File: src/rtl/demux32_deserializer.sv
// Bit-serial to word deserializer: inverse of the 32:1 bit-select mux.
// Next word assembles while the previous one waits for the consumer.
module demux32_deserializer #(
  parameter int N         = 32,
  parameter bit MSB_FIRST = 1'b0
) (
  input  logic                 clk,
  input  logic                 rst,
  input  logic                 in,
  input  logic                 in_valid,
  output logic                 in_ready,
  output logic [N-1:0]         out,
  output logic                 out_valid,
  input  logic                 out_ready,
  output logic [$clog2(N)-1:0] index
);

  localparam int IW = $clog2(N);
  localparam logic [IW-1:0] LAST = IW'(N - 1);

  logic [N-1:0]  acc;
  logic [N-1:0]  merged;
  logic [IW-1:0] pos;
  logic          last;
  logic          accept;
  logic          complete;
  logic          consume;

  assign last     = (index == LAST);
  assign pos      = MSB_FIRST ? (LAST - index) : index;

  // Stall only when the final bit would overwrite an unconsumed word.
  assign in_ready = !(last && out_valid && !out_ready);

  assign accept   = in_valid && in_ready;
  assign complete = accept && last;
  assign consume  = out_valid && out_ready;

  // Word with the incoming bit already in place, so completion has no bubble.
  always_comb begin
    merged      = acc;
    merged[pos] = in;
  end

  always_ff @(posedge clk) begin
    if (rst) begin
      index     <= '0;
      acc       <= '0;
      out       <= '0;
      out_valid <= 1'b0;
    end else begin
      if (accept) begin
        acc   <= merged;
        index <= last ? '0 : index + IW'(1);
      end
      if (complete) begin
        out       <= merged;
        out_valid <= 1'b1;
      end else if (consume) begin
        out_valid <= 1'b0;
      end
    end
  end

endmodule
File: config.mk
export PLATFORM = sky130hd
export DESIGN_NAME = demux32_deserializer
export DESIGN_NICKNAME = d
export VERILOG_FILES = /design/src/rtl/demux32_deserializer.sv
export SDC_FILE = /design/constraint.sdc
export NUM_CORES = 1
export LEC_CHECK = 0
export CAP_MARGIN = 20
export CORE_UTILIZATION = 30
export CTS_CLUSTER_DIAMETER = 150
export DETAILED_ROUTE_END_ITERATION = 12
export HOLD_SLACK_MARGIN = 0.06
export PLACE_DENSITY = 0.52
export SLEW_MARGIN = 15
export SYNTH_ARGS = -nofsm -noshare
export SYNTH_HDL_FRONTEND = slang
export SYNTH_SLANG_ARGS = --single-unit
export TNS_END_PERCENT = 50
File: constraint.sdc
create_clock -name clk -period 3.19 [get_ports clk]
set_input_delay 0.638 -clock clk [delete_from_list [all_inputs] [get_ports clk]]
set_output_delay 0.638 -clock clk [all_outputs]
set_load 0.05 [all_outputs]
# Word level (Yosys, flattened, before mapping)
# Index checks and enable logic that the tools add are counted.
# totals
regBits,70
inputBits,5
out_inout_bits,39
elab_cells,23
# op_classes
add_sub_neg,1
order_cmp,2
eq_ne,1
muxes,6
n_reduce_logical,9
# op_table
op,n
32-bit bitwise mux,1
1-bit logical AND,6
"5-bit by 6-bit < comparator with 1-bit output, second input constant",1
"5-bit by 1-bit adder with 5-bit output, second input constant",1
1-bit demux with 5-bit select,1
"5-bit equality test, second input constant",1
"5-bit by 1-bit greater-or-equal comparator with 1-bit output, second input constant",1
5-bit 2-to-1 mux,1
1-bit 2-to-1 mux,3
1-bit zero test,2
2-bit nonzero test,1

# Logic depth before layout (Yosys ltp)
# depth
depth_word,7
ltp_mapped,10
depth_no_buf,7

# Worst setup path before layout
# Ideal clock, no wire load.
# synth_path
kind,flip-flop to output port
from,reg index[0]
to,out in_ready
t_arrival_ns,1.938
required_ns,2.552
setup_slack_ns,0.614
path_stages_with_launch,8
path_buffers,2
path_cell_list,dfxtp_1 ha_1 buf_2 and3_1 ha_1 and3b_1 inv_2 buf_2
# synth_between
elab_chain_cells,4
# synth_lines
element,line_no,text
start: declaration,15,output logic [$clog2(N)-1:0] index
start signal: assignment,54,index <= last ? '0 : index + IW'(1);
5-bit equality test,29,assign last = (index == LAST);
1-bit logical AND (2 in series),33,assign in_ready = !(last && out_valid && !out_ready);
1-bit zero test,33,
end: declaration,11,"output logic in_ready,"
# Every way passes these cells.

# Worst setup path in the final report
# Ends and elaborated chain as after synthesis.

==> results.md <==
Floorplan:
- The starting density of the core is 31.3%.
- The floorplan step defined a die boundary enclosing 11300 sq um.
- Measured along the y axis, the die boundary spans 107 um.
- Pin placement for this block handled 44 I/O pins.
- The horizontal extent of the die is 107 um.
- After floorplanning, the core was divided into 37 placement rows.
- In this run the standard cell core region covers 10500 sq um.

Critical path:
- Setup slack on the worst reg-to-reg path comes out at 0.77 ns.
- Data on the critical path is required at its endpoint by 2.55 ns.
- The worst register-to-register path begins at index[0].
- In this run the critical register-to-register path is captured at index[2].
- The classification of the worst setup path is flip-flop to output pin.
- Measured in cells, the most critical reg-to-reg path has a length of 8.
- At the worst endpoint, the arrival time is 2.18 ns.
- STA classifies the critical path endpoint as an output pin.
- The peak fanout along the critical path is 11.
- The kind of launch point of the worst setup path is a flip-flop.

Pwr:
- In this run the power density over the cells is 486 nW/um^2.
- The leakage power summed over all cells is 1.44 nW.
- VDD sags by at most 0.000164 V.

Clock network:
- The maximum level of the CTS H-tree is 3.
- The number of gates resized after CTS is 0.
- TritonCTS built the clock tree.
- Clock-pin slew was measured on the worst setup and hold paths at 0.07 ns.
- The number of buffers inserted during clock tree synthesis is 9.
- In this run the clock root is driven by a sky130_fd_sc_hd__clkbuf_8.
- The number of setup buffers added after CTS is 0.
- The hold-fix buffer count after cts is 0.
- The source-to-sink clock delay at the later pin of the worst-skew pair is 0.35 ns.
- The clock passes through at most 2 buffers.
- The number of sinks driven by the clock tree is 70.

Drt:
- Dividing the detail-routed via count by the number of cells gives 5.24.
- The first detailed-routing pass took 4 iterations.
- The detailed-route wire length per cell is 16.8 um.
- The total via count in the routed design is 2490.
- The detailed router finished its first iteration with 104 violations.
- The residual DRC count is 0.
- After detailed routing, the total wire length is 7.97 mm.
- The number of nets with antenna violations after routing is 0.

Timing:
- Setup repair after global routing left no endpoint under its margin.
- The period utilization is 88.5%.
- The worst path setup slack after routing is 0.368 ns.
- The count of final max-slew check failures is 0.
- Hold is met by 0.466 ns.
- The number of failing setup endpoints in the final timing report is 0.
- The transition at the pin with the smallest max-transition slack is 0.560 ns.
- The clock period could shrink to 2.82 ns.
- The final worst clock skew is 0.0114 ns.
- The peak clock frequency supported by timing is 354 MHz.
- The final-report hold violation count was 0.
- The worst-case headroom to the max-slew limit is 62.6%.
- The total negative setup slack is 0 ns.

Layout:
- The repair_antennas step left the layout with diodes totalling 0.
- In the final layout, the multi-input gates occupy 1660 sq um.
- Measured on the finished design, the core utilization comes to 38.7%.
- The number of filler instances in the final layout is 1055.
- The footprint of the flip-flops and latches is 1400 sq um.
- The fraction of final layout cells sized beyond drive strength 1 is 16.8%.
- The synthesis-to-layout area growth is 23.4%.
- The library cell used most frequently in the layout, excluding fill and tap cells, is sky130_fd_sc_hd__dfxtp_1.
- The final layout net count is 344.
- In the layout the commonest cells are 70 x sky130_fd_sc_hd__dfxtp_1, 42 x sky130_fd_sc_hd__clkdlybuf4s50_1, 36 x sky130_fd_sc_hd__a21oi_1, 32 x sky130_fd_sc_hd__mux2i_1, 32 x sky130_fd_sc_hd__o2bb2ai_1.
- With fillers left out, the area of the finished cells amounts to 4050 sq um.

Yosys:
- In the synthesized netlist, mux cells make up 9.77% of the area.
- After Yosys synthesis, XOR and XNOR cells account for 0% of the synthesized area.
- The number of warnings issued by yosys is 0.
- The number of unique standard cell types used by synthesis is 33.
- The share of the Yosys chip area taken by registers is 42.7%.
- After synthesis, the mean cell area works out to 10.9 sq um.
- By area, the combinational part of the netlist is dominated by compound AO/OA/AOI/OAI gates.
- Summing the areas of all and, or, nand and nor instances in the mapped netlist gives 13.5% of the synthesized area.
- The synthesized instance count is 300.
- The post-synthesis net count is 310.
- The complex-gate fraction of the synthesized area is 25.4%.
- After Yosys synthesis, full adders, half adders and majority gates account for 1.91% of the synthesized area.
- After synthesis the netlist holds a flip-flop and latch count of 70.
- The mapped netlist covers 3280 sq um.

GRT:
- Across every metal layer, demand over resource in global routing totals 15.2%.
- After global routing the overflow that remains totals 0.
- The number of global-route vias before repair is 2552.
- The number of antenna violations at the first check in global routing is 0.
- Entering global routing, the biggest net connects 39 pins.
- The wire length of the first global-routing pass is 13.7 mm.

Placed design:
- The worst setup slack before clock tree synthesis is 0.769 ns.
- After detailed placement, the total cell area comes to 3800 sq um.
- The number of buffers added on ports is 43.
- The detailed-placement wirelength estimate is 4.89 mm.
- The placer's final routability congestion estimate is 0.788.

Outcome:
- The flow ran to the end, and the final reports show no timing, DRC or antenna violations.

Worst hold path:
- Counting instances, the worst hold path has a depth of 1.
- The path with the worst hold slack has its endpoint at out[21].
- The worst hold path begins at out[21].
- The tightest min-delay check is of the flip-flop to flip-flop type.

Job:
- The tool flagged a number of max-cap violations equal to 0.
-- metrics by stage --
stage | power [mW] | std cells
after global routing | 2.05 | 475
after detailed placement | 1.10 | 459
after global placement | 1.10 | 459
after floorplan | 1.05 | 300
final | 1.97 | 475
after CTS | 1.99 | 475
-- power by group --
part / switching, mW / internal [mW]
registers: 0.0156 / 0.901
logic: 0.102 / 0.0619
clock network: 0.344 / 0.543
total: 0.461 / 1.51
-- area by class of cell --
class                           count  share of cell area (%)
Clock buffer                       11                    3.50
Sequential cell                    70                    34.6
Clock inverter                      5                    2.63
Multi-Input combinational cell    190                    41.0
Tap cell                          136                    4.21
Timing Repair Buffer               57                    13.5
Inverter                            6                   0.557
-- logic make-up after synthesis --
family / count (synthesis)
compound gates: 108
fa+ha+maj: 5
buf+inv: 40
flops: 70
mux: 32
simple gates: 45
-- worst max-delay path, cell delays in order, from the launching register on --
cell and delay (ns):
sky130_fd_sc_hd__dfxtp_1 0.45, sky130_fd_sc_hd__ha_1 0.43, sky130_fd_sc_hd__and3_1 0.21, sky130_fd_sc_hd__ha_1 0.19, sky130_fd_sc_hd__and3b_1 0.30, sky130_fd_sc_hd__inv_2 0.07, sky130_fd_sc_hd__buf_4 0.19
-- per-layer routing --
metal  wire (um)  track usage, %  vias to the layer above
li1            -               -                     1237
met1        4100            21.5                     1208
met2        3510            23.0                       36
met3         266            2.51                        9
met4          93            5.87                        0
met5           0               0                        -
-- worst max-delay path by stage --
stage | from | to | slack [ns]
floorplan | index[0] | in_ready | 0.61
global route | index[0] | in_ready | 0.23
global placement | index[0] | in_ready | 0.87
CTS | index[0] | in_ready | 0.40
detailed placement | index[0] | in_ready | 0.77
finish | index[0] | in_ready | 0.37
-- flip-flops by register name, indices dropped and copies added, names as in the netlist --
name and cells:
out_valid 1, index 5, acc 32, out 32
-- synthesized netlist by cell type, drive strengths merged --
library cell  number  share of area [%]
dfxtp             70                 43
a21oi             37                5.8
a211oi            32                9.8
mux2i             32                9.8
o2bb2ai           32                8.5
buf               25                5.0
and4bb            12                4.6
nand4b            12                3.2
clkbuf             9                1.0
inv                6               0.69
ha                 5                1.9
nand4              4               0.76
nor4b              4                2.4
o21ai              3               0.46
a31oi              2               0.38
and3               2               0.38
and4               2               0.53
nand3              2               0.31
o21a               2               0.46
and2               1               0.19
and3b              1               0.27
nand2              1               0.11
nand2b             1               0.19
nand3b             1               0.23
nor2               1               0.19
or3                1               0.19
No activity file was read; power rests on OpenSTA's default activity.
